**src/rtl/fetch_buf_ifu.sv**
```systemverilog
// Instruction fetch unit with up to BUF_DEPTH fetches in flight and an in-order instruction FIFO.
// Static branch prediction is compiled in only when IFU_PRDT_EN is defined.
module fetch_buf_ifu #(
    parameter int                  PC_WIDTH    = 32,
    parameter int                  INSTR_WIDTH = 32,
    parameter int                  BUF_DEPTH   = 4,
    parameter logic [PC_WIDTH-1:0] RESET_PC    = 32'h8000_0000
) (
    input  logic                   clk_i,
    input  logic                   rst_i,
    output logic                   ifu_req_valid_o,
    input  logic                   ifu_req_ready_i,
    output logic [PC_WIDTH-1:0]    ifu_req_pc_o,
    input  logic                   ifu_resp_valid_i,
    output logic                   ifu_resp_ready_o,
    input  logic                   ifu_resp_err_i,
    input  logic [INSTR_WIDTH-1:0] ifu_resp_instr_i,
    input  logic                   exu_flush_valid_i,
    input  logic [PC_WIDTH-1:0]    exu_flush_pc_i,
    output logic                   if_valid_o,
    input  logic                   if_ready_i,
    output logic [INSTR_WIDTH-1:0] if_instr_o,
    output logic [PC_WIDTH-1:0]    if_pc_o,
    output logic                   if_prdt_taken_o,
    output logic                   if_err_o
);

    localparam int AW = $clog2(BUF_DEPTH);
    localparam int CW = AW + 1;

    localparam logic [0:0] ST_RUN  = 1'b0;
    localparam logic [0:0] ST_HALT = 1'b1;

    typedef struct packed {
        logic [INSTR_WIDTH-1:0] instr;
        logic [PC_WIDTH-1:0]    pc;
        logic                   prdt;
        logic                   err;
    } entry_t;

    entry_t              fifo_mem [BUF_DEPTH];
    logic [AW-1:0]       wr_ptr;
    logic [AW-1:0]       rd_ptr;
    logic [CW-1:0]       fifo_cnt;
    logic [CW-1:0]       out_cnt;
    logic [CW-1:0]       out_cnt_next;
    logic [CW-1:0]       drop_cnt;
    logic [PC_WIDTH-1:0] fetch_pc;
    logic [PC_WIDTH-1:0] expect_pc;
    logic [0:0]          state;

    logic [CW:0]         credit_used;
    logic                req_fire;
    logic                resp_fire;
    logic                resp_keep;
    logic                push;
    logic                pop;
    logic                head_vld;
    logic                prdt_taken;
    logic [PC_WIDTH-1:0] prdt_target;
    logic                redirect;
    entry_t              head;
    entry_t              wr_entry;

    // Registered counts only: a pop or response this cycle does not free a credit until next cycle
    assign credit_used     = {1'b0, out_cnt} + {1'b0, fifo_cnt};
    assign ifu_req_valid_o = !rst_i && (state == ST_RUN) && !exu_flush_valid_i &&
                             (credit_used < (CW+1)'(BUF_DEPTH));
    assign ifu_req_pc_o    = fetch_pc;
    assign req_fire        = ifu_req_valid_o && ifu_req_ready_i;

    // A response with nothing in flight (e.g. straight after reset) is ignored
    assign ifu_resp_ready_o = 1'b1;
    assign resp_fire        = ifu_resp_valid_i && (out_cnt != '0);
    assign resp_keep        = resp_fire && !exu_flush_valid_i && (drop_cnt == '0);
    assign out_cnt_next     = out_cnt + CW'(req_fire) - CW'(resp_fire);

`ifdef IFU_PRDT_EN
    function automatic logic signed [PC_WIDTH-1:0] imm_j(input logic [31:0] ins);
        logic signed [20:0] raw;
        raw = {ins[31], ins[19:12], ins[20], ins[30:21], 1'b0};
        return PC_WIDTH'(raw);
    endfunction

    function automatic logic signed [PC_WIDTH-1:0] imm_b(input logic [31:0] ins);
        logic signed [12:0] raw;
        raw = {ins[31], ins[7], ins[30:25], ins[11:8], 1'b0};
        return PC_WIDTH'(raw);
    endfunction

    function automatic logic signed [PC_WIDTH-1:0] imm_i(input logic [31:0] ins);
        logic signed [11:0] raw;
        raw = ins[31:20];
        return PC_WIDTH'(raw);
    endfunction

    always_comb begin
        prdt_taken  = 1'b0;
        prdt_target = '0;
        if (!ifu_resp_err_i) begin
            case (ifu_resp_instr_i[6:0])
                7'b1101111: begin
                    prdt_taken  = 1'b1;
                    prdt_target = expect_pc + $unsigned(imm_j(ifu_resp_instr_i[31:0]));
                end
                // Backward conditional branches are predicted taken
                7'b1100011: begin
                    prdt_taken  = ifu_resp_instr_i[31];
                    prdt_target = expect_pc + $unsigned(imm_b(ifu_resp_instr_i[31:0]));
                end
                7'b1100111: begin
                    prdt_taken  = (ifu_resp_instr_i[19:15] == 5'd0);
                    prdt_target = $unsigned(imm_i(ifu_resp_instr_i[31:0]));
                end
                default: begin
                    prdt_taken  = 1'b0;
                    prdt_target = '0;
                end
            endcase
        end
    end
`else
    assign prdt_taken  = 1'b0;
    assign prdt_target = '0;
`endif

    assign redirect = resp_keep && prdt_taken;

    assign head_vld        = (fifo_cnt != '0);
    assign head            = fifo_mem[rd_ptr];
    assign if_valid_o      = head_vld && !exu_flush_valid_i;
    assign if_instr_o      = head_vld ? head.instr : '0;
    assign if_pc_o         = head_vld ? head.pc    : '0;
    assign if_prdt_taken_o = head_vld && head.prdt;
    assign if_err_o        = head_vld && head.err;

    assign push = resp_keep;
    assign pop  = if_valid_o && if_ready_i;

    assign wr_entry.instr = ifu_resp_instr_i;
    assign wr_entry.pc    = expect_pc;
    assign wr_entry.prdt  = prdt_taken;
    assign wr_entry.err   = ifu_resp_err_i;

    always_ff @(posedge clk_i) begin
        if (rst_i) begin
            state     <= ST_RUN;
            fetch_pc  <= RESET_PC;
            expect_pc <= RESET_PC;
            out_cnt   <= '0;
            drop_cnt  <= '0;
            fifo_cnt  <= '0;
            wr_ptr    <= '0;
            rd_ptr    <= '0;
        end else begin
            out_cnt <= out_cnt_next;
            if (exu_flush_valid_i) begin
                // Everything still in flight belongs to the squashed path
                fetch_pc  <= exu_flush_pc_i;
                expect_pc <= exu_flush_pc_i;
                drop_cnt  <= out_cnt_next;
                state     <= ST_RUN;
                fifo_cnt  <= '0;
                wr_ptr    <= '0;
                rd_ptr    <= '0;
            end else begin
                if (redirect) begin
                    fetch_pc  <= prdt_target;
                    expect_pc <= prdt_target;
                    drop_cnt  <= out_cnt_next;
                end else begin
                    if (req_fire)
                        fetch_pc <= fetch_pc + PC_WIDTH'(4);
                    if (resp_keep)
                        expect_pc <= expect_pc + PC_WIDTH'(4);
                    if (resp_fire && (drop_cnt != '0))
                        drop_cnt <= drop_cnt - CW'(1);
                end
                if (resp_keep && ifu_resp_err_i)
                    state <= ST_HALT;
                if (push)
                    wr_ptr <= wr_ptr + AW'(1);
                if (pop)
                    rd_ptr <= rd_ptr + AW'(1);
                fifo_cnt <= fifo_cnt + CW'(push) - CW'(pop);
            end
        end
    end

    // FIFO storage carries data only and is never reset; the outputs are masked by head_vld
    always_ff @(posedge clk_i) begin
        if (push)
            fifo_mem[wr_ptr] <= wr_entry;
    end

endmodule
```
**config.mk**
```make
export PLATFORM = sky130hd
export DESIGN_NAME = fetch_buf_ifu
export DESIGN_NICKNAME = d
export VERILOG_FILES = /design/src/rtl/fetch_buf_ifu.sv
export SDC_FILE = /design/constraint.sdc
export NUM_CORES = 1
export LEC_CHECK = 0
export CAP_MARGIN = 20
export CORE_MARGIN = 3
export CORE_UTILIZATION = 56
export DETAILED_ROUTE_END_ITERATION = 8
export PLACE_DENSITY = 0.8
export SYNTH_ARGS = -nofsm -noshare
export SYNTH_HDL_FRONTEND = slang
export SYNTH_SLANG_ARGS = --single-unit
```
**constraint.sdc**
```tcl
create_clock -name clk_i -period 5.1 [get_ports clk_i]
set_input_delay 1.02 -clock clk_i [delete_from_list [all_inputs] [get_ports clk_i]]
set_output_delay 1.02 -clock clk_i [all_outputs]
set_load 0.05 [all_outputs]
```
==> impl_metrics.py, run 1 <==
metrics = {
    "yosys": {
        "synthArstFlopShare": 0,
        "synth_edf_count": 260,
        "avgSynthCellArea_um2": 15.0,
        "synth_xor_area_frac": 0.0292,
        "syn_area_um2": 14100,
        "ys_seq_area_frac": 0.667,
        "synth_area_leader_cell": "edfxtp_1",
        "synth-compound-area-share": 0.0493,
        "synth_top_family_by_area": "simple AND/OR/NAND/NOR gates",
        "ys_ff_latch": 340,
        "synthCells": 937,
        "synth_fa_ha_area_frac": 0.0153,
        "synth_flop_cell": "edfxtp_1",
        "synth-simple-area-share": 0.107,
        "synth_top_area_frac": 0.554,
        "synthMuxAreaShare": 0.107,
        "yosys-top-cells-area": "edfxtp_1 (55%), dfxtp_1 (11%), mux4_2 (10%)",
        "yosysWarnings": 0,
        "syn_nets": 1024,
        "yosysUniqueCellTypes": 57,
    },
    "critical_path": {
        "max_stage_delay_ps": 780,
        "cp.depth": 4,
        "critPathSlowestCell": "clkdlybuf4s50_1",
        "r2r_slack_ps": 1930,
        "criticalPathCategory": "reg2out",
        "start_kind": "flop",
        "r2r-start": "fifo_cnt[2]$_SDFF_PP0_",
        "arrival_ps": 3120,
        "crit_buf_inv": 2,
        "worstPathMaxFanout": 43,
        "path_cells": "buf_12, mux4_2, nor2b_1, clkdlybuf4s50_1",
        "rr_endpoint": "drop_cnt[2]$_SDFFE_PP0P_",
        "required_ps": 4080,
        "endpoint_kind": "primary output",
        "crit_family": "buffers and inverters",
        "rr_worst_depth": 12,
    },
    "floorplanning": {
        "dieArea_um2": 27100,
        "initial_core_util": 0.575,
        "io-pin-count": 172,
        "die_h_um": 165,
        "die_width_um": 165,
        "coreArea_um2": 24500,
        "num_rows": 57,
    },
    "pwr": {
        "clkPwrFrac": 0.365,
        "pwr-share-comb": 0.136,
        "finalPower_mw": 6.48,
        "peakVddDrop_v": 0.000267,
        "power_leakage_nw": 5.52,
        "powerDensity_nw_per_um2": 375,
        "p_switching_mw": 1.62,
        "switching_share": 0.250,
        "internal_power_mw": 4.86,
        "seq_power_share": 0.499,
    },
    "timing": {
        "hold_violations": 0,
        "fin_setup_tns_ps": 0,
        "worst_slack_ps": 961,
        "fin_crit_sh": 0.812,
        "rsz0062_at_grt": "false",
        "tightest_slew_ps": 1020,
        "period_needed_ps": 4140,
        "max_slew_margin": 0.318,
        "skew_ps": 10.0,
        "final_max_slew_viol_count": 0,
        "fmax_mhz": 242,
        "final-setup-viol-count": 0,
    },
    "final_layout": {
        "fin_cells": 1458,
        "multiInputGateArea_um2": 4350,
        "area.growth.synth_to_final_pct": 22.4,
        "drive_gt1_frac": 0.127,
        "final_cell_area_um2": 17300,
        "seqCellArea_um2": 9410,
        "antenna_cells": 0,
        "nets": 1195,
        "fill_cells": 1650,
    },
    "worst_hold_path": {
        "hp-start": "ifu_req_pc_o[0]$_SDFFE_PP0P_",
        "hold_path.class": "reg2reg",
        "holdPathEnd": "ifu_req_pc_o[0]$_SDFFE_PP0P_",
        "whs_path_depth": 2,
    },
    "route": {
        "ant_nets": 0,
        "viasPerCell": 5.88,
        "drt-initial-drc-count": 746,
        "vias": 8569,
        "dr.pass1.iters": 5,
        "routedWlPerCell_um": 20.7,
        "totalWireLength_mm": 30.3,
        "drc": 0,
    },
    "placed_design": {
        "gp_congestion": 0.834,
        "portBuffers": 169,
        "place_ws_ps": 1160,
        "place_hpwl_mm": 18.8,
        "dp_cells": 1396,
        "post_dp_cell_area_um2": 16200,
    },
    "global_route": {
        "grt_pass1_wl_mm": 47.2,
        "grt.total_usage": 0.226,
        "grt_start_max_net_pins": 66,
        "antenna_found_initial": 0,
        "overflow": 0,
        "grt_pass1_vias": 8490,
    },
    "clock_network": {
        "cts.clk_slew.worst_paths_ps": 60,
        "cts_sinks": 340,
        "cts-resized-gates": 0,
        "postCtsSetupBuffers": 0,
        "cts-root-buf": "clkbuf_16",
        "clockBufferDepth": 3,
        "cts_buffers": 34,
        "tritoncts": "done",
        "hold_buffers": 0,
        "clk_latency_ps": 510,
        "htreeDepth": 2,
    },
    "run": {
        "drv_cap": 0,
    },
    "status": {
        "status": "finished, final reports clean",
    },
}
-- tightest hold or removal path: cells and delay by family, from the launching register on --
kind / cells / cell delay, ps
DFF: 1 / 310
and+or+nand+nor: 1 / 50
AOI/OAI and AO/OA: 1 / 50
-- cells in the final DEF (no fill, tap or decap), drive strengths merged, types with 27 or more instances in the layout --
cell | Yosys | layout
a21oi | 27 | 27
a21boi | 27 | 27
edfxtp | 260 | 260
nand2 | 46 | 46
nor2 | 35 | 35
nor2b | 69 | 69
dfxtp | 80 | 80
inv | 37 | 39
clkbuf | 33 | 46
clkdlybuf4s50 | 0 | 168
nand3 | 33 | 33
mux4 | 65 | 65
-- through the flow --
step	utilization	hold slack [ps]
2_1_floorplan	-	437
3_3_place_gp	0.661	445
3_5_place_dp	0.661	450
4_1_cts	0.704	461
5_1_grt	0.704	484
6_report	0.704	460
-- layout make-up --
| cell class | count | area share |
|---|---|---|
| flip-flops and latches | 340 | 0.545 |
| clock buffers | 46 | 0.0531 |
| clock inverters | 16 | 0.00819 |
| inverters | 37 | 0.00804 |
| well taps | 324 | 0.0235 |
| multi-input cells | 510 | 0.252 |
| repair buffers | 185 | 0.110 |
-- flip-flops by register name (all words and copies together) (netlist names), named ones only --
name          count
fifo_cnt          3
rd_ptr            2
drop_cnt          3
expect_pc        32
fifo_mem        260
ifu_req_pc_o     32
state             1
out_cnt           3
wr_ptr            2
-- per-layer routing --
layer / wire (um) / global-route usage / up-vias
li1: - / - / 3899
met1: 12300 / 0.322 / 4212
met2: 14700 / 0.364 / 401
met3: 2600 / 0.0421 / 57
met4: 629 / 0.0614 / 0
met5: 0 / 0 / -
-- how the worst max path moves through the flow --
| stage | endpoint | slack, ps |
|---|---|---|
| 2_1_floorplan | fifo_mem[0][0]$_DFFE_PP_ | 1250 |
| 6_report | if_pc_o[23] | 960 |
| 3_3_place_gp | drop_cnt[2]$_SDFFE_PP0P_ | 1300 |
| 4_1_cts | if_pc_o[13] | 920 |
| 5_1_grt | if_pc_o[23] | 830 |
| 3_5_place_dp | drop_cnt[2]$_SDFFE_PP0P_ | 1160 |
-- cells by family (layout without fill, tap and decap cells) --
group,after synthesis,after routing
flip-flops,340,340
XOR/XNOR,47,47
other,2,2
multiplexers,69,69
adder cells (fa/ha/maj),16,16
AO/OA/AOI/OAI,103,103
AND/OR/NAND/NOR,273,273
buffers and inverters,87,284
-- Yosys cell counts, types with 2 or more instances --
| cell type | count |
|---|---|
| nor4_1 | 11 |
| nand2_1 | 46 |
| edfxtp_1 | 260 |
| a21boi_0 | 26 |
| or3_1 | 10 |
| buf_2 | 12 |
| ha_1 | 14 |
| mux2i_1 | 3 |
| buf_1 | 3 |
| or4_1 | 2 |
| mux4_2 | 65 |
| nor3b_1 | 4 |
| inv_1 | 36 |
| o21ai_0 | 7 |
| a211oi_1 | 9 |
| nand3_1 | 31 |
| a21oi_1 | 27 |
| conb_1 | 2 |
| o211ai_1 | 7 |
| nand3_2 | 2 |
| and3_1 | 9 |
| a31oi_1 | 8 |
| xor2_1 | 25 |
| nor2b_1 | 69 |
| dfxtp_1 | 80 |
| buf_4 | 2 |
| fa_1 | 2 |
| clkbuf_1 | 33 |
| and4_1 | 4 |
| nand4_1 | 25 |
| or2_2 | 3 |
| o311ai_0 | 3 |
| nor2_1 | 34 |
| o31a_1 | 3 |
| and2_1 | 4 |
| nand3b_1 | 2 |
| xnor2_1 | 22 |
| nor3_1 | 13 |
-- power groups by stage --
stage               Combinational (mW)  Sequential (mW)  Clock [mW]
floorplan                        0.531             3.31           0
global placement                 0.862             3.28           0
detailed placement               0.879             3.29           0
CTS                              0.886             3.23        2.40
global route                     0.942             3.25        2.52
finish                           0.880             3.23        2.36
No activity file was read; power rests on OpenSTA's default activity.
==> inputs of run 2 (changes only) <==
CORE_UTILIZATION = 50   (was 56)
PLACE_DENSITY = 0.76   (was 0.8)
clock period = 3.8 ns   (was 5.1 ns; I/O delays follow)
==> run 2 against run 1 <==
Against the previous run: wire length down 1.4%; critical endpoint is now if_pc_o[31]; sequential power up 34%; critical path type unchanged; die area up 12%; via count down 1.6%.
==> impl_metrics.py, run 2 (same netlist as run 1, synthesis figures left out) <==
metrics = {
    "floorplanning": {
        "die_h_um": 174,
        "dieArea_um2": 30300,
        "die_width_um": 174,
        "num_rows": 60,
        "initial_core_util": 0.516,
        "io-pin-count": 172,
        "coreArea_um2": 27300,
    },
    "global_route": {
        "grt_pass1_wl_mm": 47.5,
        "grt_start_max_net_pins": 68,
        "antenna_found_initial": 0,
        "grt.total_usage": 0.197,
        "grt_pass1_vias": 8504,
        "overflow": 0,
    },
    "timing": {
        "final-setup-viol-count": 0,
        "tightest_slew_ps": 840,
        "skew_ps": 7.60,
        "max_slew_margin": 0.435,
        "rsz0062_at_grt": "false",
        "fin_crit_sh": 0.940,
        "fmax_mhz": 280,
        "period_needed_ps": 3570,
        "fin_setup_tns_ps": 0,
        "hold_violations": 0,
        "final_max_slew_viol_count": 0,
    },
    "clock_network": {
        "cts_buffers": 36,
        "cts.clk_slew.worst_paths_ps": 60,
        "cts-root-buf": "clkbuf_16",
        "clk_latency_ps": 500,
        "clockBufferDepth": 3,
        "htreeDepth": 2,
        "postCtsSetupBuffers": 0,
        "cts_sinks": 340,
        "tritoncts": "done",
        "cts-resized-gates": 0,
        "hold_buffers": 0,
    },
    "critical_path": {
        "path_cells": "buf_4, mux4_2, nor2b_1, clkdlybuf4s50_1",
        "rr_endpoint": "drop_cnt[2]$_SDFFE_PP0P_",
        "critPathCapture": "if_pc_o[31]",
        "arrival_ps": 2810,
        "required_ps": 3040,
        "criticalPathCategory": "reg2out",
        "start_kind": "flop",
        "worstPathMaxFanout": 17,
        "max_stage_delay_ps": 750,
        "endpoint_kind": "primary output",
        "crit_buf_inv": 2,
        "critPathSlowestCell": "clkdlybuf4s50_1",
        "r2r_slack_ps": 1100,
        "cp.depth": 4,
        "crit_family": "buffers and inverters",
        "rr_worst_depth": 11,
        "r2r-start": "fifo_cnt[2]$_SDFF_PP0_",
    },
    "route": {
        "routedWlPerCell_um": 19.7,
        "viasPerCell": 5.57,
        "drt-initial-drc-count": 760,
        "ant_nets": 0,
        "totalWireLength_mm": 29.8,
        "vias": 8431,
        "drc": 0,
        "dr.pass1.iters": 5,
    },
    "worst_hold_path": {
        "hold_path.class": "reg2reg",
        "whs_path_depth": 2,
    },
    "final_layout": {
        "drive_gt1_frac": 0.135,
        "max_flop_register": "fifo_mem",
        "largest_register_ffs": 260,
        "antenna_cells": 0,
        "final_common_cell": "edfxtp_1",
        "fin_util": 0.637,
        "nets": 1207,
        "fill_cells": 2023,
        "final_cell_mix": "edfxtp_1 (260), clkdlybuf4s50_1 (167), dfxtp_1 (78), nor2b_1 (69), mux4_2 (65)",
        "area.growth.synth_to_final_pct": 23.5,
    },
    "run": {
        "drv_cap": 0,
    },
    "placed_design": {
        "place_hpwl_mm": 19.2,
        "portBuffers": 169,
        "gp_congestion": 0.821,
    },
    "pwr": {
        "powerDensity_nw_per_um2": 494,
        "power_leakage_nw": 5.58,
        "peakVddDrop_v": 0.000300,
    },
    "status": {
        "status": "finished, final reports clean",
    },
}
## run 2: worst min-delay path by stage
stage | slack [ps] | start | to
after floorplan | 440 | state$_SDFFE_PP0P_ | state$_SDFFE_PP0P_
after global placement | 470 | ifu_req_pc_o[1]$_SDFFE_PP0P_ | ifu_req_pc_o[1]$_SDFFE_PP0P_
after detailed placement | 470 | ifu_req_pc_o[1]$_SDFFE_PP0P_ | ifu_req_pc_o[1]$_SDFFE_PP0P_
after CTS | 480 | ifu_req_pc_o[1]$_SDFFE_PP0P_ | ifu_req_pc_o[1]$_SDFFE_PP0P_
after global routing | 500 | ifu_req_pc_o[1]$_SDFFE_PP0P_ | ifu_req_pc_o[1]$_SDFFE_PP0P_
final | 470 | ifu_req_pc_o[1]$_SDFFE_PP0P_ | ifu_req_pc_o[1]$_SDFFE_PP0P_
## run 2: where the power goes
| group | internal [mW] | switching (mW) |
|---|---|---|
| logic | 0.477 | 0.697 |
| registers | 4.20 | 0.134 |
| clock network | 1.79 | 1.31 |
## run 2: routing by layer
metal / vias up / share of wire / global-route usage
li1: 3917 / - / -
met1: 4118 / 0.44 / 0.284
met2: 347 / 0.47 / 0.312
met3: 49 / 0.068 / 0.0365
met4: 0 / 0.020 / 0.0563
met5: - / 0 / 0
## run 2: worst register-to-register path: stages (launching register included)
cell and delay, ps:
dfxtp_1 390, ha_1 250, nor4_1 270, and4_1 290, inv_2 50, ha_1 260
inv_1 40, ha_1 180, fa_1 390, xnor2_1 190, xnor2_1 110, a211oi_1 210
## run 2: per-stage QoR
stage                     instances  hold WS, ps  power [mW]  cell area [um2]  worst slack (ps)
after floorplan                 937          437        5.16            14100               209
after global placement         1454          465        5.56            16400               517
after detailed placement       1454          469        5.59            16400               497
after CTS                      1514          476        8.68            17400               166
after global routing           1514          503        8.95            17400              71.4
final                          1514          473        8.61            17400               227
## run 2: cell type report
type	count	area, um2	area share
Clock buffer	48	977	0.0561
Tap cell	372	465	0.0267
Multi-Input combinational cell	510	4350	0.250
Sequential cell	340	9410	0.541
Timing Repair Buffer	195	2010	0.116
Clock inverter	12	52.6	0.00302
Inverter	37	139	0.00797
